## src/rtl/parallel_to_serial.sv

```systemverilog
// Byte-wide to bit-serial transmitter, MSB first, COM-filled line.
// Sends a COM preamble after every reset so the receiver can align.
module parallel_to_serial #(
   parameter int                WIDTH      = 8,
   parameter logic [WIDTH-1:0]  COM_SYMBOL = 8'hBC,
   parameter int                SYNC_COUNT = 4
) (
   input  logic             CLK,
   input  logic             RESET,
   input  logic [WIDTH-1:0] DATA_IN,
   input  logic             VALID_IN,
   output logic             READY_OUT,
   output logic             DATA_OUT,
   output logic             BYTE_START,
   output logic             IS_DATA
);

   localparam int CW = $clog2(WIDTH);
   localparam int SW = $clog2(SYNC_COUNT + 1);

   localparam logic [CW-1:0] BIT_LAST = CW'(WIDTH - 1);
   localparam logic [SW-1:0] SYM_LAST = SW'(SYNC_COUNT - 1);

   localparam logic [1:0] ST_RST  = 2'd0;
   localparam logic [1:0] ST_SYNC = 2'd1;
   localparam logic [1:0] ST_RUN  = 2'd2;

   logic [1:0]       state;
   logic [WIDTH-1:0] shreg;
   logic [CW-1:0]    bit_cnt;
   logic [SW-1:0]    sym_cnt;
   logic [WIDTH-1:0] hold;
   logic             hold_full;
   logic             byte_start_r;
   logic             is_data_r;
   logic             boundary;
   logic             accept;
   logic             last_sync;

   assign READY_OUT  = (state != ST_RST) && !hold_full;
   assign DATA_OUT   = shreg[WIDTH-1];
   assign BYTE_START = byte_start_r;
   assign IS_DATA    = is_data_r;

   assign boundary  = (bit_cnt == BIT_LAST);
   assign accept    = VALID_IN && READY_OUT;
   assign last_sync = (state != ST_SYNC) || (sym_cnt == SYM_LAST);

   // Accept and consume are exclusive: accept needs hold_full low.
   always_ff @(posedge CLK or negedge RESET) begin
      if (!RESET) begin
         state        <= ST_RST;
         shreg        <= '0;
         bit_cnt      <= '0;
         sym_cnt      <= '0;
         hold         <= '0;
         hold_full    <= 1'b0;
         byte_start_r <= 1'b0;
         is_data_r    <= 1'b0;
      end else begin
         if (accept) begin
            hold      <= DATA_IN;
            hold_full <= 1'b1;
         end
         case (state)
            ST_RST: begin
               state        <= ST_SYNC;
               shreg        <= COM_SYMBOL;
               bit_cnt      <= '0;
               sym_cnt      <= '0;
               byte_start_r <= 1'b1;
               is_data_r    <= 1'b0;
            end
            default: begin
               if (boundary) begin
                  bit_cnt      <= '0;
                  byte_start_r <= 1'b1;
                  if (!last_sync) begin
                     sym_cnt   <= sym_cnt + 1'b1;
                     shreg     <= COM_SYMBOL;
                     is_data_r <= 1'b0;
                  end else begin
                     state <= ST_RUN;
                     if (hold_full) begin
                        shreg     <= hold;
                        hold_full <= 1'b0;
                        is_data_r <= 1'b1;
                     end else begin
                        shreg     <= COM_SYMBOL;
                        is_data_r <= 1'b0;
                     end
                  end
               end else begin
                  shreg        <= {shreg[WIDTH-2:0], 1'b0};
                  bit_cnt      <= bit_cnt + 1'b1;
                  byte_start_r <= 1'b0;
               end
            end
         endcase
      end
   end

endmodule

```

## config.mk

```make
export PLATFORM = sky130hd
export DESIGN_NAME = parallel_to_serial
export DESIGN_NICKNAME = d
export VERILOG_FILES = /design/src/rtl/parallel_to_serial.sv
export SDC_FILE = /design/constraint.sdc
export NUM_CORES = 1
export LEC_CHECK = 0
export ABC_AREA = 1
export CORE_MARGIN = 4
export CORE_UTILIZATION = 53
export CTS_CLUSTER_SIZE = 8
export DETAILED_ROUTE_END_ITERATION = 10
export GPL_TIMING_DRIVEN = 0
export PLACE_DENSITY = 0.81
export SLEW_MARGIN = 20
export SYNTH_ARGS = -nofsm -noshare
export SYNTH_HDL_FRONTEND = slang
export SYNTH_SLANG_ARGS = --single-unit
```

## constraint.sdc

```tcl
create_clock -name CLK -period 1.6 [get_ports CLK]
set_input_delay 0.32 -clock CLK [delete_from_list [all_inputs] [get_ports CLK]]
set_output_delay 0.32 -clock CLK [all_outputs]
set_load 0.02 [all_outputs]
```

==> results.cfg, run 1 <==
[status]
status = completed

[placed_design]
gp_congestion = 0.849
dpl.hpwl_microns = 1520
io_buffers = 13
placed_cell_area_sq_um = 1370

[logic_synthesis]
syn_area_per_cell_sq_um = 8.61
seq_area_frac_synth_pct = 55.7
synth_cells = 141
yosysWarnings = 0
synth-seq-cells = 27
synthesis.area_sq_um = 1210
synth_cell_types = 16
syn-num-nets = 156

[pwr]
total_power_uw = 1360
switching_share_pct = 28.1
ir_worst_vdd_mv = 0.706
power_frac_clock_pct = 22.8
intPower_uw = 977
seq_power_share_pct = 61.6
comb_power_share_pct = 15.5
p_per_area_nw_per_um2 = 947
power.switching_uw = 381
p_leak_uw = 0.000782

[global_routing]
grt_pass1_wl_microns = 3970
grt-ovfl-total = 0
grt_pass1_vias = 935
grt_max_degree = 28
track_usage_pct = 16.0
antenna_found_initial = 0

[clock_network]
clockRootBuffer = clkbuf_4
cts_tree = yes
cts_max_level = 1
cts.path.max_buffers = 2
cts.sinks = 27
clkLatencyLatePin_ns = 0.34
numCtsBuffers = 3
cts.clk_slew.worst_paths_ns = 0.16

[floorplan]
die_area_sq_um = 3120
fp.dieW_microns = 55.9
core_sq_um = 2190
rows = 17
initial_core_util_pct = 55.4
io_pins = 15
dieHeight_microns = 55.9

[drt]
post-route-drc-count = 0
wl_microns = 2130
wire_per_inst_microns = 11.2
ant_nets = 0
drt_iter0_drc = 6
vias = 917
drtPass1Iterations = 4
avgViaCountPerCell = 4.83

[sta]
rsz0062_at_grt = no
worst_slew_margin_rel_pct = 61.2
fin_skew_ns = 0.0121
timing.hold.ws_ns = 0.376
fmax_ghz = 0.659
slew_violations = 0
hold_viol = 0
setup_violations = 0
min_period_ns = 1.52
finalCritPeriodShare_pct = 94.8
tightest_slew_ns = 0.582

[layout]
fin_util_pct = 65.4
final_common_cell = nand2_1
n_antenna_cell = 0
nNetsFinal = 178
drive_gt1_share_pct = 13.6
nFillCells = 201
multi_input_area_sq_um = 437
finalInstanceArea_sq_um = 1430
synthToLayoutAreaGrowth_pct = 18.1
most-common-layout-cells = nand2_1 (47), dfrtp_1 (25), inv_1 (20)
seqCellArea_sq_um = 678

[flow_run]
cap_violations = 0

[critical_path]
cp_max_fo = 10
cp-start-kind = flip-flop
worstSetupPathType = reg2out
critPathCaptureType = output pin
cp_data_required_time_ns = 1.28
crit_arrival_ns = 1.20
cp-startpoint = state[0]
r2r_start = bit_cnt[0]

[min_path]
min_path_type = in2reg
hold_start = VALID_IN
==> flip-flops by register name (all words and copies together) (netlist names) <==
register / flops
BYTE_START: 1
IS_DATA: 1
bit_cnt: 3
hold: 8
hold_full: 1
shreg: 8
state: 2
sym_cnt: 3
==> area by class of cell <==
cell class	instances	share of cell area, %
flip-flops and latches	27	47.3
clock buffers	3	1.57
multi-input cells	88	30.5
well taps	28	2.44
plain buffers	2	0.785
inverters	24	6.46
clock inverters	1	0.349
repair buffers	17	10.6
==> metal layers <==
layer / global-route usage, % / up-vias / part of all wire [%]
met1: 20.1 / 420 / 46
met4: 10.2 / 0 / 3.1
met5: 0 / - / 0
li1: - / 467 / -
met3: 2.55 / 8 / 4.4
met2: 25.7 / 22 / 47
==> synth_stat cells (all sizes together) <==
master	instances	area, sq um
inv	24	90.1
o21ai	1	5.00
dfrtp	27	676
nand4	2	12.5
nand3	15	75.1
buf	2	11.3
nor2	14	83.8
a21oi	2	10.0
ha	4	50.1
nand2	50	200
==> power by group through the flow <==
stage	Sequential, uW	Combinational, uW	Clock, uW
detailed placement	855	215	0
global route	851	248	334
finish	837	211	310
floorplan	855	125	0
CTS	838	215	308
global placement	851	210	0
==> cell families after synthesis <==
family	share of synthesized area [%]
DFF	55.7
AOI/OAI and AO/OA	1.24
and+or+nand+nor	30.6
adders and majority gates	4.12
buffers and inverters	8.35
==> worst paths after layout <==
check / end / slack (ns) / cells after the start
setup / recovery: READY_OUT / 0.08 / 3
min in group asynchronous: shreg[6] / 0.49 / 2
hold / removal: hold[4] / 0.38 / 3
setup reg to reg: sym_cnt[2] / 0.17 / 7
max in group asynchronous: hold_full / 0.69 / 2
hold reg to reg: bit_cnt[0] / 0.45 / 1
==> worst max-delay path, stage by stage (launching register included) <==
cell and delay [ns]:
dfrtp_2 0.47, nor2_4 0.17, nor2_8 0.07, buf_2 0.16
==> through the flow <==
stage          cells  TNS (ns)  worst slack (ns)
6_report         190         0            0.0829
5_1_grt          190         0            0.0168
4_1_cts          190         0           0.00480
3_5_place_dp     182   -0.0568           -0.0568
3_3_place_gp     182     -2.73            -0.100
2_1_floorplan    141         0             0.279
==> what timing repair did <==
action | CTS | global route
hold buffers | 1 | 0
setup endpoints to repair | 3 | 12
endpoints found under the hold margin | 27 | 0
setup buffers | 3 | 0
gates resized for setup | 8 | 3
pin swaps | 1 | 0
(Power assumes the default switching activity.)
==> run 2: changes to the inputs <==
- CAP_MARGIN: not set -> 20
==> results of run 2 <==
No change in the layout: final DEF, timing and power equal those of run 1.
==> run 3: changes to the inputs <==
- REMOVE_ABC_BUFFERS: not set -> 1
- SKIP_LAST_GASP: not set -> 1
==> run 3 against run 2 <==
Register-to-register slack got worse by 0.04 ns. Non-clock buffer count increased by 2. Combinational power increased by 2%. Clock skew decreased by 0.0026 ns. Design area increased by 1.8%.
==> results.cfg, run 3 (synthesized netlist as in run 1, its figures left out) <==
[floorplan]
fp.dieW_microns = 55.9
io_pins = 15
initial_core_util_pct = 55.4
die_area_sq_um = 3120
core_sq_um = 2190
rows = 17
dieHeight_microns = 55.9

[pwr]
total_power_uw = 1350
p_per_area_nw_per_um2 = 925
p_leak_uw = 0.000796
ir_worst_vdd_mv = 0.514

[critical_path]
cp_data_required_time_ns = 1.28
worst_r2r_endpoint = shreg[4]
critPathCaptureType = output pin
worstSetupPathType = reg2out
r2r_start = bit_cnt[0]
cp-start-kind = flip-flop
cp_max_fo = 10
r2r_cells = 8
reg2reg_setup_slack_ns = 0.13
crit_arrival_ns = 1.20

[clock_network]
cts_tree = yes
clkLatencyLatePin_ns = 0.33
cts_max_level = 1
clockRootBuffer = clkbuf_4
cts.path.max_buffers = 2
numCtsBuffers = 3
cts.clk_slew.worst_paths_ns = 0.14
cts.sinks = 27

[drt]
drt_iter0_drc = 21
wl_microns = 2180
avgViaCountPerCell = 4.76
post-route-drc-count = 0
drtPass1Iterations = 4
vias = 914
wire_per_inst_microns = 11.3
ant_nets = 0

[placed_design]
io_buffers = 14
dpl.hpwl_microns = 1500
gp_congestion = 0.848

[sta]
tightest_slew_ns = 0.588
setup_tns_ns = 0
timing.hold.ws_ns = 0.469
hold_viol = 0
rsz0062_at_grt = yes
finalCritPeriodShare_pct = 95.2
setup_violations = 0
fin_skew_ns = 0.00948
worst_slew_margin_rel_pct = 60.8
fmax_ghz = 0.657
slew_violations = 0
min_period_ns = 1.52

[min_path]
hold_start = shreg[5]
min_path_type = reg2reg
hold_end = shreg[6]
hold_depth = 2

[layout]
final_common_cell = nand2_1
most-common-layout-cells = nand2_1 (47), dfrtp_1 (25), inv_1 (20)
nNetsFinal = 180
n_antenna_cell = 0
synthToLayoutAreaGrowth_pct = 20.3
drive_gt1_share_pct = 15.9
top_regs = hold: 8 flops, shreg: 8 flops

[global_routing]
antenna_found_initial = 0
grt-ovfl-total = 0
track_usage_pct = 15.1
grt_pass1_wl_microns = 3680
grt_max_degree = 28
grt_pass1_vias = 895

[status]
status = completed

[flow_run]
cap_violations = 0
[run 3: changes by cell type in the layout (fill, tap and decap cells not counted), sizes merged]
cell	change
buf	+1
clkdlybuf4s50	+1
[run 3: worst max-delay path by stage]
stage	startpoint	to	slack, ns
after detailed placement	state[0]	READY_OUT	-0.06
after global routing	sym_cnt[0]	sym_cnt[1]	-0.02
after global placement	RESET	hold[4]	-0.1
after floorplan	sym_cnt[0]	sym_cnt[0]	0.19
after CTS	hold_full	READY_OUT	-0.05
final	state[1]	READY_OUT	0.08
[run 3: critical path, cell delays in order (launching register included)]
cell and delay [ns]:
dfrtp_1 0.43, nor2_4 0.19, nor2_8 0.08, buf_2 0.16
[run 3: layout make-up]
type	count	area, sq um
Fill cell	181	731
Multi-Input combinational cell	88	444
Tap cell	28	35.0
Clock inverter	1	5.00
Clock buffer	3	22.5
Timing Repair Buffer	21	185
Sequential cell	27	678
Inverter	24	90.1
[run 3: routing by layer]
| metal | track usage [%] | routed length [microns] | up-vias |
|---|---|---|---|
| li1 | - | - | 474 |
| met1 | 18.3 | 979 | 412 |
| met2 | 25.0 | 1040 | 23 |
| met3 | 3.71 | 104 | 5 |
| met4 | 7.46 | 46 | 0 |
| met5 | 0 | 0 | - |
[run 3: where the power goes]
| part | internal (uW) | switching [uW] | total [uW] |
|---|---|---|---|
| clock | 94.0 | 202 | 296 |
| combinational | 96.6 | 119 | 216 |
| sequential | 790 | 49.0 | 839 |
[run 3: metrics by stage]
| step | util [%] | setup WS, ns | cells | area [sq um] |
|---|---|---|---|---|
| detailed placement | 62.6 | -0.0625 | 181 | 1370 |
| global route | 66.6 | -0.0181 | 192 | 1460 |
| floorplan | - | 0.191 | 139 | 1200 |
| global placement | 62.9 | -0.0966 | 181 | 1380 |
| CTS | 64.9 | -0.0548 | 187 | 1420 |
| finish | 66.6 | 0.0775 | 192 | 1460 |
[run 3: timing repair]
action	CTS	global route
setup buffers	1	5
endpoints found under the setup margin	6	17
pin swaps	1	1
endpoints found under the hold margin	27	0
hold buffers	1	0
gates resized for setup	8	4
